**src/rtl/pipelined_adder.sv**
```systemverilog
// pipelined_adder: slice-pipelined two's-complement adder/subtractor with valid/ready on both sides.
// Latency: STAGES cycles from acceptance to out_valid; one result per cycle while out_ready=1.
// Backpressure: out_valid && !out_ready freezes every stage and drops in_ready in the same cycle.
// Optional flags: define PIPELINED_ADDER_FLAGS_EN to compute out_overflow/out_zero (tied 0 otherwise).

`ifndef WORD_SIZE
`define WORD_SIZE 32
`endif

module pipelined_adder #(
  parameter int WIDTH  = `WORD_SIZE,
  parameter int STAGES = 4
) (
  input  logic             clk,
  input  logic             reset,
  input  logic             in_valid,
  output logic             in_ready,
  input  logic [WIDTH-1:0] in_a,
  input  logic [WIDTH-1:0] in_b,
  input  logic             in_sub,
  input  logic             in_carry,
  output logic             out_valid,
  input  logic             out_ready,
  output logic [WIDTH-1:0] out_sum,
  output logic             out_carry,
  output logic             out_overflow,
  output logic             out_zero
);

  localparam int SLICE = WIDTH / STAGES;

  if (STAGES < 1 || STAGES > 8 || (WIDTH % STAGES) != 0) begin : g_bad_cfg
    $error("pipelined_adder: STAGES must be in 1..8 and divide WIDTH");
  end

  // Register k holds the operand set after slice k has been added: skewed operands
  // (upper slices still to be consumed), deskewed partial sum (lower slices done), slice carry.
  logic              adv;
  logic [STAGES-1:0] vld_q;
  logic [STAGES-1:0] c_q;
  logic [WIDTH-1:0]  a_q   [STAGES];
  logic [WIDTH-1:0]  b_q   [STAGES];
  logic [WIDTH-1:0]  sum_q [STAGES];

  // Per-stage sources and next values.
  logic [STAGES-1:0] v_src;
  logic [STAGES-1:0] c_src;
  logic [STAGES-1:0] c_nxt;
  logic [WIDTH-1:0]  a_src [STAGES];
  logic [WIDTH-1:0]  b_src [STAGES];
  logic [WIDTH-1:0]  s_src [STAGES];
  logic [WIDTH-1:0]  s_nxt [STAGES];

  // Whole pipeline moves as one unit; a bubble only moves when everything moves.
  assign adv      = !out_valid || out_ready;
  assign in_ready = adv;

  // Stage sources: stage 0 from the ports (B inverted and carry forced for subtract), stage k from register k-1.
  always_comb begin
    logic [SLICE:0] part;
    part     = '0;
    a_src[0] = in_a;
    b_src[0] = in_sub ? ~in_b : in_b;
    s_src[0] = '0;
    c_src[0] = in_sub | in_carry;
    v_src[0] = in_valid;
    for (int k = 1; k < STAGES; k++) begin
      a_src[k] = a_q[k-1];
      b_src[k] = b_q[k-1];
      s_src[k] = sum_q[k-1];
      c_src[k] = c_q[k-1];
      v_src[k] = vld_q[k-1];
    end
    for (int k = 0; k < STAGES; k++) begin
      part = {1'b0, a_src[k][k*SLICE +: SLICE]} + {1'b0, b_src[k][k*SLICE +: SLICE]}
           + {{SLICE{1'b0}}, c_src[k]};
      s_nxt[k]                   = s_src[k];
      s_nxt[k][k*SLICE +: SLICE] = part[SLICE-1:0];
      c_nxt[k]                   = part[SLICE];
    end
  end

  // Shift all stages on adv; data is only captured for valid slots so idle outputs keep their last value (0 after reset).
  always_ff @(posedge clk) begin
    if (reset) begin
      vld_q <= '0;
      c_q   <= '0;
      for (int k = 0; k < STAGES; k++) begin
        a_q[k]   <= '0;
        b_q[k]   <= '0;
        sum_q[k] <= '0;
      end
    end else if (adv) begin
      vld_q <= v_src;
      for (int k = 0; k < STAGES; k++) begin
        if (v_src[k]) begin
          a_q[k]   <= a_src[k];
          b_q[k]   <= b_src[k];
          sum_q[k] <= s_nxt[k];
          c_q[k]   <= c_nxt[k];
        end
      end
    end
  end

  assign out_valid = vld_q[STAGES-1];
  assign out_sum   = sum_q[STAGES-1];
  assign out_carry = c_q[STAGES-1];

`ifdef PIPELINED_ADDER_FLAGS_EN
  logic ovf_q;
  logic zero_q;
  logic ovf_nxt;
  logic zero_nxt;

  // Flags of the final stage: operand MSBs arrive with the top slice, zero looks at the completed sum.
  always_comb begin
    ovf_nxt  = (a_src[STAGES-1][WIDTH-1] == b_src[STAGES-1][WIDTH-1])
            && (s_nxt[STAGES-1][WIDTH-1] != a_src[STAGES-1][WIDTH-1]);
    zero_nxt = (s_nxt[STAGES-1] == '0);
  end

  // Flag registers load together with the final-stage result.
  always_ff @(posedge clk) begin
    if (reset) begin
      ovf_q  <= 1'b0;
      zero_q <= 1'b0;
    end else if (adv && v_src[STAGES-1]) begin
      ovf_q  <= ovf_nxt;
      zero_q <= zero_nxt;
    end
  end

  assign out_overflow = ovf_q;
  assign out_zero     = zero_q;
`else
  assign out_overflow = 1'b0;
  assign out_zero     = 1'b0;
`endif

endmodule

```
**config.mk**
```make
export PLATFORM = sky130hd
export DESIGN_NAME = pipelined_adder
export DESIGN_NICKNAME = d
export VERILOG_FILES = /design/src/rtl/pipelined_adder.sv
export SDC_FILE = /design/constraint.sdc
export NUM_CORES = 1
export LEC_CHECK = 0
export ABC_AREA = 0
export CORE_MARGIN = 2
export CORE_UTILIZATION = 60
export DETAILED_ROUTE_END_ITERATION = 7
export GPL_TIMING_DRIVEN = 0
export PLACE_DENSITY_LB_ADDON = 0.12
export SLEW_MARGIN = 15
export SYNTH_ARGS = -nofsm -noshare
export SYNTH_HDL_FRONTEND = slang
export SYNTH_SLANG_ARGS = --single-unit
```
**constraint.sdc**
```tcl
create_clock -name clk -period 10.5 [get_ports clk]
set_input_delay 3.15 -clock clk [delete_from_list [all_inputs] [get_ports clk]]
set_output_delay 3.15 -clock clk [all_outputs]
set_load 0.05 [all_outputs]
```
==> results.cfg, run 1 <==
[grt]
antenna_found_initial = 0
grt_pass1_wl_um = 22700
grt_max_degree = 57
grt_pass1_vias = 4678
gr-total-overflow = 0
gr-usage-all-layers_pct = 20.2

[critical_path]
start_kind = input port
crit_end = in_ready
critPathMaxStageDelay_ns = 0.74
r2r-end = sum_q[2][22]
arrival_ns = 4.84
reg2reg_depth = 7
r2r_setup_slack_ns = 8.08
cp_num_buf_inv = 3
r2r-start = b_q[0][48]
crit_chain = clkdlybuf4s50_1 -> nor2b_2 -> inv_2 -> clkdlybuf4s50_1
cp_common_cell = clkdlybuf4s50_1
required_ns = 7.35
endpoint_kind = output port
path_depth = 4
cpMaxStageDelayCell = clkdlybuf4s50_1
startpoint = out_ready
cp_top_family = buffers and inverters
crit_fanout = 7
critical_path_class = input port to output port

[layout]
fillers = 873
stdcell_count = 934
n_antenna_cell = 0
drive_above_1_share_pct = 7.96
fin_nets = 847
areaGrowthSynthToFinish_pct = 23.1

[clocking]
cts_sinks = 184
post-cts-setup-buffers = 0
cts_tree = built
clock_latency_ns = 0.42
htreeDepth = 4
cts.clk_slew.worst_paths_ns = 0.06
holdBufCountCts = 0
cts-root-buf = clkbuf_16
cts_resized = 0
clock_tree.buffer_depth = 2
numCtsBuffers = 17

[hold_path]
hp-class = flop to flop

[floorplan]
io_pins = 107
dieWidth_um = 122
core_area_um2 = 13700
start_util_pct = 60.7
std_cell_rows = 43
die_area_um2 = 14800
fp.dieH_um = 122

[route]
drc = 0
vias = 5112
drt-vias-per-instance = 5.47
drt-initial-drc-count = 398
wl_um = 14400
drt_first_pass_iters = 5
wl_per_cell_um = 15.4
ant_nets = 0

[synthesis]
avgSynthCellArea_um2 = 13.5
syn-cell-area_um2 = 8330
synth.yosys.seq_area_share_pct = 65.4
synth_cell_types = 40
syn-instance-count = 617
ys_seq_elements = 184
synth_warnings = 0

[power]
vdd_drop_max_v = 0.000115
power_leakage_uw = 0.00426
p_per_area_nw_per_um2 = 167

[sta]
finalSetupViolations = 0
fmax_mhz = 125
period_needed_ns = 7.99
skew_ns = 0.00846
hold_violations = 0
min_period_over_period_pct = 76.1
relSlewSlack_pct = 53.3
fin_setup_tns_ns = 0
slew_violations = 0
rsz0062_at_grt = false
tightest_slew_ns = 0.700

[placed_design]
place_inst = 902
dpl.hpwl_um = 10600
port_buffers = 102
gp_congestion = 0.794

[status]
outcome = completed

[run]
cap_violations = 0
[per-stage QoR]
stage	hold WS [ns]	setup slack [ns]	power, uW	cell area, um2	utilization (%)
finish	0.550	2.51	1720	10200	74.7
global route	0.570	2.45	1770	10200	74.7
CTS	0.551	2.51	1720	10200	74.7
detailed placement	0.536	2.53	1090	9650	70.3
global placement	0.535	2.53	1080	9580	69.8
floorplan	0.526	3.76	1010	8330	-
[how the worst min path moves through the flow]
stage | to | slack, ns | start | cells after the start
global placement | sum_q[3][22] | 0.53 | sum_q[2][22] | 1
detailed placement | sum_q[3][19] | 0.54 | sum_q[2][19] | 1
global route | a_q[0][88] | 0.57 | a_q[0][56] | 1
CTS | sum_q[3][19] | 0.55 | sum_q[2][19] | 1
floorplan | c_q[0] | 0.53 | c_q[0] | 2
finish | sum_q[3][18] | 0.55 | sum_q[2][18] | 1
[worst reg2reg max path, delay by kind of cell, from the launching register on]
kind	cells	cell delay [ns]
AOI/OAI and AO/OA	3	0.57
xor gates and xnor gates	1	0.21
adders and majority gates	2	0.94
DFF	1	0.40
and+or+nand+nor	1	0.05
[registers in the layout, summed over array words and instances (netlist names)]
name / count
a_q: 48
b_q: 48
c_q: 4
sum_q: 80
vld_q: 4
[cells in the final DEF, fill, tap and decap left out, types with 18 or more instances in the layout]
cell type / instances
clkbuf_1: 32
nand2_1: 18
a21oi_1: 21
nor2_1: 48
edfxtp_1: 176
nor3_1: 18
clkdlybuf4s50_1: 102
and3_1: 126
ha_1: 28
xnor2_1: 26
[kinds of logic (layout without fill, tap and decap cells)]
group                      count (synthesis)  after routing  share of synthesized area [%]
buffers and inverters                     48            184                           2.39
DFF                                      184            184                           65.4
and+or+nand+nor                          232            232                           15.5
other                                      1              2                         0.0450
adders and majority gates                 36             36                           6.13
xor gates and xnor gates                  40             40                           4.21
AOI/OAI and AO/OA                         76             76                           6.36
[per-layer routing]
metal	GRT usage [%]	share of wire (%)
met2	33.9	49
met1	26.5	43
met3	3.98	6.5
met4	6.90	1.6
met5	0	0
[Yosys cell counts]
library cell,count,share of area [%]
a211oi_1,8,0.72
a211oi_2,4,0.60
a21boi_0,2,0.18
a21o_1,5,0.45
a21oi_1,21,1.3
a311o_1,1,0.12
and2_1,1,0.075
and2b_4,1,0.12
and3_1,126,9.5
buf_2,9,0.54
buf_4,2,0.18
clkbuf_1,28,1.3
conb_1,1,0.045
dfxtp_1,8,1.9
edfxtp_1,176,63
fa_1,8,1.9
ha_1,28,4.2
inv_1,8,0.36
inv_2,1,0.045
nand2_1,18,0.81
nand2_2,3,0.23
nand2b_1,5,0.38
nor2_1,48,2.2
nor2_4,1,0.14
nor2b_1,5,0.38
nor2b_2,1,0.11
nor3_1,18,1.1
nor3_2,4,0.48
o2111ai_1,1,0.11
o211ai_1,2,0.18
o21a_1,10,0.90
o21ai_0,4,0.24
o21ai_1,5,0.30
o21bai_1,4,0.36
o31a_1,6,0.63
o31ai_1,1,0.090
o32ai_1,2,0.21
or2_2,1,0.075
xnor2_1,26,2.7
xor2_1,14,1.5
[power by group]
| group | leakage (uW) | internal (uW) | switching (uW) |
|---|---|---|---|
| Combinational | 0.00202 | 88.4 | 119 |
| Sequential | 0.00194 | 854 | 13.7 |
| Clock | 0.000296 | 393 | 247 |
| Total | 0.00426 | 1340 | 380 |
[final cells by class]
class	instances	area [um2]	share of cell area [%]
flip-flops and latches	184	5450	53.1
well taps	180	225	2.20
clock buffers	24	482	4.70
repair buffers	104	1080	10.5
clock inverters	8	121	1.18
plain buffers	39	165	1.61
multi-input cells	386	2700	26.4
inverters	9	33.8	0.330
No activity file was read; power rests on OpenSTA's default activity.
==> inputs of run 2 (changes only) <==
Settings changed: CORE_UTILIZATION 60 to 55.
Clock period 10.5 ns to 7.6 ns, I/O delays scaled along.
==> run 2 against run 1 <==
Net effect:
- register-to-register slack got worse by 2.9 ns
- sequential power increased by 38%
- largest cell class unchanged
- largest power group unchanged
- critical path type unchanged
- critical path depth unchanged
- global-route usage shrank 1.3 points
- core utilization decreased by 4.5 points
==> results.cfg, run 2 (same netlist as run 1, synthesis figures left out) <==
[status]
outcome = completed

[layout]
drive_above_1_share_pct = 8.49
final_common_cell = edfxtp_1
fillers = 1028
stdcell_count = 938
areaGrowthSynthToFinish_pct = 23.5
regMostFlops = sum_q
reg.largest.list = sum_q: 80 flops, a_q: 48 flops, b_q: 48 flops
n_antenna_cell = 0
mostFrequentLayoutCells = 176 x edfxtp_1, 126 x and3_1, 102 x clkdlybuf4s50_1
fin_nets = 847
largest_register_ffs = 80

[grt]
grt_pass1_wl_um = 23600
grt_max_degree = 57
gr-total-overflow = 0
gr-usage-all-layers_pct = 18.8
antenna_found_initial = 1
grt_pass1_vias = 4796

[clocking]
numCtsBuffers = 17
cts.clk_slew.worst_paths_ns = 0.07
clock_tree.buffer_depth = 2
cts_sinks = 184
htreeDepth = 4
clock_latency_ns = 0.42
cts_tree = built
post-cts-setup-buffers = 0
cts_resized = 0
cts-root-buf = clkbuf_16
holdBufCountCts = 0

[sta]
holdWs_ns = 0.550
fmax_mhz = 159
fin_setup_tns_ns = 0
rsz0062_at_grt = false
relSlewSlack_pct = 27.0
skew_ns = 0.00863
period_needed_ns = 6.29
hold_violations = 0
finalSetupViolations = 0
min_period_over_period_pct = 82.7
slew_violations = 0
tightest_slew_ns = 1.10
setup_slack_ns = 1.31

[critical_path]
critical_path_class = input port to output port
r2r-end = sum_q[2][22]
r2r_setup_slack_ns = 5.17
crit_end = in_ready
crit_fanout = 7
endpoint_kind = output port
start_kind = input port
startpoint = out_ready
arrival_ns = 4.01
required_ns = 5.32
reg2reg_depth = 7
r2r-start = b_q[0][48]

[power]
p_total_uw = 2420
vdd_drop_max_v = 0.000148
power_leakage_uw = 0.00426
p_per_area_nw_per_um2 = 235

[floorplan]
fp.dieH_um = 127
io_pins = 107
std_cell_rows = 44
start_util_pct = 56.9
dieWidth_um = 127
core_area_um2 = 14600
die_area_um2 = 16100

[route]
wl_per_cell_um = 15.6
drt-vias-per-instance = 5.26
drc = 0
drt-initial-drc-count = 308
ant_nets = 0
wl_um = 14700
vias = 4938
drt_first_pass_iters = 5

[placed_design]
place_ws_ns = 1.34
gp_congestion = 0.778
place_inst = 906
port_buffers = 102
dpl.hpwl_um = 11000

[run]
cap_violations = 0

[hold_path]
hp-class = flop to flop
## run 2: cell types whose count changed in the layout (fill, tap and decap cells not counted), sizes merged
cell	change
bufinv	+1
inv	+5
clkbuf	-7
clkinvlp	+3
clkinv	-2
## run 2: layer usage
layer | vias up | track usage (%) | wire [um]
met1 | 2244 | 24.8 | 6650
met4 | 0 | 4.72 | 116
li1 | 2534 | - | -
met3 | 11 | 4.19 | 758
met2 | 149 | 32.2 | 7140
met5 | - | 0 | 0
## run 2: area by class of cell
| type | count | area (um2) | area share [%] |
|---|---|---|---|
| clock inverters | 15 | 214 | 2.08 |
| clock buffers | 17 | 425 | 4.14 |
| flip-flops and latches | 184 | 5450 | 53.0 |
| plain buffers | 39 | 165 | 1.61 |
| multi-input cells | 386 | 2700 | 26.3 |
| repair buffers | 104 | 1070 | 10.4 |
| inverters | 9 | 33.8 | 0.329 |
| well taps | 184 | 230 | 2.24 |
## run 2: worst max-delay path, cell delays in order
cell and delay [ns]:
clkdlybuf4s50_1 0.43, nor2b_2 0.37, inv_2 0.18, clkdlybuf4s50_1 0.74
## run 2: power by group
group          total [uW]  internal (uW)  leakage, uW  switching (uW)
logic                 285            121      0.00201             164
clock network         934            558     0.000304             376
registers            1200           1180      0.00194            19.8
total                2420           1860      0.00426             559
## run 2: how the worst min path moves through the flow
stage	from	end	slack, ns	cells past startpoint
final	sum_q[2][11]	sum_q[3][11]	0.55	1
after floorplan	c_q[0]	c_q[0]	0.53	2
after global placement	a_q[0][31]	a_q[0][63]	0.54	1
after detailed placement	sum_q[2][11]	sum_q[3][11]	0.54	1
after global routing	sum_q[2][9]	sum_q[3][9]	0.57	1
after CTS	sum_q[2][11]	sum_q[3][11]	0.55	1
## run 2: metrics by stage
stage               area, um2  util [%]
finish                  10300      70.2
global route            10300      70.2
CTS                     10300      70.2
detailed placement       9640      65.8
global placement         9580      65.4
floorplan                8330         -
